[src/rtl/m_axis_rc_fifo.sv]
// Packet-aware FWFT elastic buffer for the RC stream, registered output.
// Define M_AXIS_RC_FIFO_STORE_FORWARD_EN for store-and-forward release.
module m_axis_rc_fifo #(
  parameter int DATA_WIDTH = 128,
  parameter int KEEP_WIDTH = DATA_WIDTH / 8,
  parameter int DEPTH      = 16,
  localparam int AW        = $clog2(DEPTH),
  localparam int CW        = AW + 1,
  localparam int DKW       = KEEP_WIDTH / 4
) (
  input  logic                  user_clk,
  input  logic                  user_reset_n,
  input  logic [DATA_WIDTH-1:0] s_axis_rc_tdata,
  input  logic [DKW-1:0]        s_axis_rc_tkeep,
  input  logic                  s_axis_rc_tlast,
  input  logic [84:0]           s_axis_rc_tuser,
  input  logic                  s_axis_rc_tvalid,
  output logic [3:0]            s_axis_rc_tready,
  output logic [DATA_WIDTH-1:0] m_axis_rc_tdata_a,
  output logic [DKW-1:0]        m_axis_rc_tkeep_a,
  output logic                  m_axis_rc_tlast_a,
  output logic [84:0]           m_axis_rc_tuser_a,
  output logic                  m_axis_rc_tvalid_a,
  input  logic [3:0]            m_axis_rc_tready_a,
  output logic [CW-1:0]         level,
  output logic [CW-1:0]         pkt_count
);

  typedef struct packed {
    logic [DATA_WIDTH-1:0] data;
    logic [DKW-1:0]        keep;
    logic                  last;
    logic [84:0]           user;
  } beat_t;

  beat_t          mem_q [DEPTH];
  beat_t          out_q, out_d;
  beat_t          wr_beat;
  logic           out_vld_q, out_vld_d;
  logic [CW-1:0]  wptr_q, wptr_d;
  logic [CW-1:0]  rptr_q, rptr_d;
  logic [CW-1:0]  level_q, level_d;
  logic [CW-1:0]  pkt_q, pkt_d;
  logic           full, rdy, wr, consume;
  logic           arr_ne, elig, load;
  logic [2:0]     unused_tready;

  assign unused_tready = m_axis_rc_tready_a[3:1];

  assign full    = (level_q == CW'(DEPTH));
  assign rdy     = user_reset_n & ~full;
  assign wr      = s_axis_rc_tvalid & rdy;
  assign consume = out_vld_q & m_axis_rc_tready_a[0];
  assign arr_ne  = (wptr_q != rptr_q);
  assign load    = arr_ne & elig & (~out_vld_q | consume);

  assign wr_beat = {s_axis_rc_tdata, s_axis_rc_tkeep,
                    s_axis_rc_tlast, s_axis_rc_tuser};

`ifdef M_AXIS_RC_FIFO_STORE_FORWARD_EN
  logic          in_pkt_q;
  logic          in_prog;
  logic [CW-1:0] arr_pkts;

  // Packets wholly in the array; a tail sitting in the output is excluded.
  assign arr_pkts = pkt_q - CW'(out_vld_q & out_q.last);
  assign in_prog  = out_vld_q ? ~out_q.last : in_pkt_q;
  assign elig     = (arr_pkts != '0) | in_prog |
                    (full & (pkt_q == '0));

  always_ff @(posedge user_clk) begin
    if (!user_reset_n) begin
      in_pkt_q <= 1'b0;
    end else if (consume) begin
      in_pkt_q <= ~out_q.last;
    end
  end
`else
  assign elig = 1'b1;
`endif

  always_comb begin
    wptr_d    = wptr_q;
    rptr_d    = rptr_q;
    out_d     = out_q;
    out_vld_d = out_vld_q;
    level_d   = level_q + CW'(wr) - CW'(consume);
    pkt_d     = pkt_q + CW'(wr & s_axis_rc_tlast)
              - CW'(consume & out_q.last);
    if (wr) begin
      wptr_d = wptr_q + CW'(1);
    end
    if (load) begin
      rptr_d    = rptr_q + CW'(1);
      out_d     = mem_q[rptr_q[AW-1:0]];
      out_vld_d = 1'b1;
    end else if (consume) begin
      out_vld_d = 1'b0;
    end
  end

  always_ff @(posedge user_clk) begin
    if (wr) begin
      mem_q[wptr_q[AW-1:0]] <= wr_beat;
    end
  end

  always_ff @(posedge user_clk) begin
    if (!user_reset_n) begin
      wptr_q    <= '0;
      rptr_q    <= '0;
      level_q   <= '0;
      pkt_q     <= '0;
      out_vld_q <= 1'b0;
      out_q     <= '0;
    end else begin
      wptr_q    <= wptr_d;
      rptr_q    <= rptr_d;
      level_q   <= level_d;
      pkt_q     <= pkt_d;
      out_vld_q <= out_vld_d;
      out_q     <= out_d;
    end
  end

  assign s_axis_rc_tready   = {4{rdy}};
  assign m_axis_rc_tdata_a  = out_q.data;
  assign m_axis_rc_tkeep_a  = out_q.keep;
  assign m_axis_rc_tlast_a  = out_q.last;
  assign m_axis_rc_tuser_a  = out_q.user;
  assign m_axis_rc_tvalid_a = out_vld_q;
  assign level              = level_q;
  assign pkt_count          = pkt_q;

endmodule

[config.mk]
export PLATFORM = sky130hd
export DESIGN_NAME = m_axis_rc_fifo
export DESIGN_NICKNAME = d
export VERILOG_FILES = /design/src/rtl/m_axis_rc_fifo.sv
export SDC_FILE = /design/constraint.sdc
export NUM_CORES = 2
export LEC_CHECK = 0
export BUFFER_PORTS_ARGS = -buffer_cell sky130_fd_sc_hd__buf_2
export CAP_MARGIN = 5
export CORE_ASPECT_RATIO = 1.5
export CORE_MARGIN = 2
export CORE_UTILIZATION = 55
export DETAILED_ROUTE_END_ITERATION = 10
export PLACE_DENSITY_LB_ADDON = 0.08
export SLEW_MARGIN = 10
export SYNTH_ARGS = -nofsm -noshare
export SYNTH_HDL_FRONTEND = slang
export SYNTH_SLANG_ARGS = --single-unit
[constraint.sdc]
create_clock -name user_clk -period 23.9 [get_ports user_clk]
set_input_delay 1.195 -clock user_clk [delete_from_list [all_inputs] [get_ports user_clk]]
set_output_delay 1.195 -clock user_clk [all_outputs]
set_load 0.02 [all_outputs]
# --- After elaboration in Yosys (flattened, before gate mapping) ---
# Memories as Yosys holds them, arrays and structs flattened. A register that Yosys moved wholly into a read port is not among the register bits.
# Cells that the tools add are included.
totals:
  regBits: 21
  latchBits: 0
  mem_bits_rw: 3488
  mem_bits_ro: 0
  inputBits: 225
  memories: 1
classes:
  addsub: 6
  mul: 0
  n_div: 0
  order_cmp: 0
  n_eq_ne: 2
  shift: 0
  mux: 4
  bitwise: 9
  reduce_logical: 2
memory_table:
  columns: ["memory", "words", "width", "rd", "rd_clocked_by_memory_dff", "wr", "line_no", "rtl"]
  rows:
  - ["mem_q", 16, 218, 1, 1, 1, "36", "beat_t mem_q [DEPTH];"]
op_table:
  columns: ["operator", "count"]
  rows:
  - ["$add A5 B1 Y5", 2]
  - ["$add A5 B1 Y5 const B", 2]
  - ["$sub A5 B1 Y5", 2]
  - ["$and A1 B1 Y1", 6]
  - ["$eq A5 B5 Y1 const B", 1]
  - ["$ne A5 B5 Y1", 1]
  - ["$mux W1", 4]
  - ["$not A1 Y1", 2]
  - ["$reduce_bool A2 Y1", 1]
  - ["$logic_not A1 Y1", 1]
  - ["$or A1 B1 Y1", 1]

# --- Logic depth before layout (Yosys ltp) ---
depth:
  word_depth: 7
  mapped_depth: 16
  ltp_nobuf: 15

# --- Worst setup path after synthesis ---
# No wires, ideal clock.
synth_timing:
  path_type: "input port to flip-flop"
  startpoint: "in user_reset_n"
  endpoint: "mem mem_q[0][0] (netlist name) (enable)"
  arrival_time_ns: 16.691
  slack_ns: 6.144
  stages: 5
  n_path_buf: 2
  path_cell_list: "clkbuf_1 o211a_1 clkbuf_1 nand2_1 nor3_1"
synth_between:
  elab_chain_len: 4
synth_lines:
  columns: ["item", "line_no", "rtl"]
  rows:
  - ["start: declaration", "12", "input logic user_reset_n,"]
  - ["$and A1 B1 Y1", "51", "assign rdy = user_reset_n & ~full;"]
  - ["$and A1 B1 Y1", "52", "assign wr = s_axis_rc_tvalid & rdy;"]
  - ["$mux W1", "103", "if (wr) begin"]
  - ["$mux W1 (implied by the code)", "104", "mem_q[wptr_q[AW-1:0]] <= wr_beat;"]
  - ["end: declaration", "36", null]
# Every way passes these cells.

# --- Final worst setup path ---
layout_timing:
  startpoint: "in user_reset_n"
  endpoint: "mem mem_q[8][191] (netlist name) (enable)"
# The elaborated chain is that of the path after synthesis.

==> results.cfg <==
[clock_network]
htree_num_levels = 5
cts_tree = yes
clk_pin_slew_ps = 60
post-cts-setup-buffers = 0
clock-root-buffer = clkbuf_16
ctsHoldBuffers = 0
cts_max_path_buffers = 4
cts_resized = 0
clkLatencyLatePin_ps = 880
cts_made_buffers = 342
numClockSinks = 3727

[timing]
skew_ps = 42.5
setup_tns_ps = 0
maxSlewViolCount = 0
slew_headroom = 0.186
rsz0062_at_grt = false
hold_viol = 0
tightest_slew_ps = 1220
final.min_clock_period_ps = 5590
finalSetupViolations = 0
finalCritPeriodShare = 0.234
clock.fmax_mhz = 179

[synth]
ys_warn_count = 0
synth-xor-area-share = 0.00112
yosys.area.top_type = edfxtp_1
synth_flop_cell = edfxtp_1
synth_async_sr_flop_share = 0
synth_top_family_by_area = multiplexers
avgSynthCellArea_sq_um = 21.1
synthTopCellsByArea = edfxtp_1 74%, mux4_2 10%, dfxtp_1 3.4%
synth_top_cell_area_share = 0.745
synth-compound-area-share = 0.0396
synthSimpleGateAreaFrac = 0.00808
synthDistinctLibCells = 38
syn_area_sq_mm = 0.141
synth_fa_ha_area_frac = 0.00171
syn-num-nets = 6924
synth-seq-area-share = 0.779
synth_edf_count = 3488
netlist_instances = 6681
ys_seq_elements = 3727
synthMuxAreaShare = 0.153

[detailed_routing]
first_pass_iters = 5
antenna_left = 0
routedWlPerCell_um = 31.0
wl_mm = 336
drt_iter0_drc = 6599
drt-vias-per-instance = 6.34
drc = 0
vias = 68700

[worst_setup_path]
reg2reg_depth = 8
r2r_slack_ps = 18360
cp_max_fo = 53
arrival_ps = 6070
r2r_start = rptr_q[2]$_SDFFE_PN0P_
setup.worst_path.start_class = primary input
setup.worst_path.end_class = register
critPathRequiredTime_ps = 24380
crit_type = primary input to register
r2r-end = m_axis_rc_tuser_a[73]$_SDFFE_PN0P_

[layout]
stdcell_count = 10800
drive_gt1_frac = 0.264
nNetsFinal = 7434
syn_to_final_growth_pct = 11.8

[global_route]
grt_max_degree = 168
grt_pass1_wl_mm = 487
track_usage = 0.258
grt_pass1_vias = 71100
overflow = 0
antenna_found_initial = 101

[worst_hold_path]
hp-class = register to register
min-delay-start = rptr_q[4]$_SDFFE_PN0P_
whs_path_depth = 2
hold_path_end = rptr_q[4]$_SDFFE_PN0P_

[power]
p_per_area_mw_per_mm2 = 98.4
cellLeakagePower_nw = 48.1
peakVddDrop_uv = 186

[die]
rows = 227
start_util = 0.552
coreArea_sq_mm = 0.255
die-area_sq_mm = 0.260
chipHeight_um = 623
die_w_um = 417
ioPinCount = 458

[job]
max-cap-violations = 0

[placement]
io_buffers = 454
placed_cells = 10200
place.gp.congestion = 0.733
dp_hpwl_mm = 164

[status]
status = finished, final reports clean
-- registers in the layout, indices dropped and copies added (netlist names) --
register and count:
wptr_q 5, m_axis_rc_tdata_a 128, level 5, m_axis_rc_tuser_a 85, pkt_count 5, rptr_q 5
m_axis_rc_tvalid_a 1, m_axis_rc_tlast_a 1, m_axis_rc_tkeep_a 4, mem_q 3488
-- worst max-delay path by stage --
stage,start,end,slack [ps]
2_1_floorplan,user_reset_n,mem_q[0][0]$_DFFE_PP_,6140
3_3_place_gp,user_reset_n,mem_q[8][190]$_DFFE_PP_,17430
3_5_place_dp,user_reset_n,mem_q[8][166]$_DFFE_PP_,17360
4_1_cts,rptr_q[2]$_SDFFE_PN0P_,m_axis_rc_tuser_a[68]$_SDFFE_PN0P_,18290
5_1_grt,rptr_q[1]$_SDFFE_PN0P_,m_axis_rc_tdata_a[94]$_SDFFE_PN0P_,18000
6_report,user_reset_n,mem_q[8][191]$_DFFE_PP_,18310
-- critical path, stage by stage --
cell     delay [ps]
buf_8           420
o211a_1         460
nand2_1         290
nor2_4          990
buf_4           770
buf_4           880
buf_4           820
-- layout by cell type (no fill, tap or decap), drive strengths merged --
cell         n
o211a        1
xnor2        9
diode       48
nor2        14
mux2i      439
a221oi     218
clkinv     122
nand2b       4
edfxtp    3488
clkbuf     451
dfxtp      239
mux2       218
or2          1
a31oi      218
a21oi        5
o21ai      438
nand4        2
a21o         3
or3          1
ha          16
nor3         5
o21a         2
nand2      231
and2        15
buf        589
and3         2
clkinvlp     8
o2111ai      1
a211oi       1
fa           2
xor2         9
mux4       654
inv         26
bufinv      36
nor2b        5
-- per-layer routing --
| metal | vias to the layer above | track usage | share of wire |
|---|---|---|---|
| met5 | - | 0 | 0.0012 |
| met4 | 60 | 0.0705 | 0.024 |
| met3 | 534 | 0.0582 | 0.078 |
| met2 | 2306 | 0.429 | 0.50 |
| met1 | 36900 | 0.348 | 0.40 |
| li1 | 28900 | - | - |
-- final cells by class --
cell class              count  area (sq um)
diodes                     48           120
multi-input cells        2514         28800
fillers                 17800         97400
repair buffers            589          3530
clock buffers             451          9300
clock inverters           175          1830
flip-flops and latches   3727        110000
inverters                  17          63.8
well taps                3320          4150
-- power by group --
part | switching (mW) | internal (mW) | leakage (nW)
Combinational | 1.49 | 1.01 | 9.27
Sequential | 0.156 | 7.36 | 33.4
Clock | 2.33 | 3.14 | 5.45
-- stage by stage --
| stage | util | setup WS (ps) | hold slack, ps | total power [mW] | cell area (sq um) |
|---|---|---|---|---|---|
| 2_1_floorplan | - | 6140 | 458 | 9.44 | 141000 |
| 3_3_place_gp | 0.573 | 17430 | 486 | 10.2 | 146000 |
| 3_5_place_dp | 0.573 | 17360 | 499 | 10.2 | 146000 |
| 4_1_cts | 0.617 | 18290 | 515 | 15.6 | 157000 |
| 5_1_grt | 0.617 | 18000 | 546 | 16.0 | 157000 |
| 6_report | 0.618 | 18310 | 516 | 15.5 | 157000 |
-- kinds of logic after synthesis --
kind of cell,after synthesis
AOI/OAI and AO/OA,887
DFF,3727
muxes,1311
adders and majority gates,18
xor gates and xnor gates,18
buffers and inverters,440
and+or+nand+nor,280
-- Yosys cell counts (3+ instances only) --
| cell | count |
|---|---|
| edfxtp_1 | 3488 |
| mux4_2 | 654 |
| mux2i_1 | 439 |
| o21ai_0 | 367 |
| dfxtp_1 | 239 |
| nand2_1 | 231 |
| a221oi_1 | 218 |
| a31oi_1 | 218 |
| mux2_2 | 218 |
| clkbuf_1 | 185 |
| buf_2 | 114 |
| buf_6 | 72 |
| o21ai_1 | 71 |
| buf_4 | 32 |
| inv_1 | 17 |
| ha_1 | 16 |
| and2_1 | 15 |
| nor2_1 | 14 |
| buf_1 | 13 |
| xnor2_1 | 9 |
| xor2_1 | 9 |
| clkbuf_4 | 7 |
| nor2b_1 | 5 |
| a21oi_1 | 4 |
| nand2b_1 | 4 |
| nor3_1 | 4 |
| a21o_1 | 3 |
(Power assumes the default switching activity.)
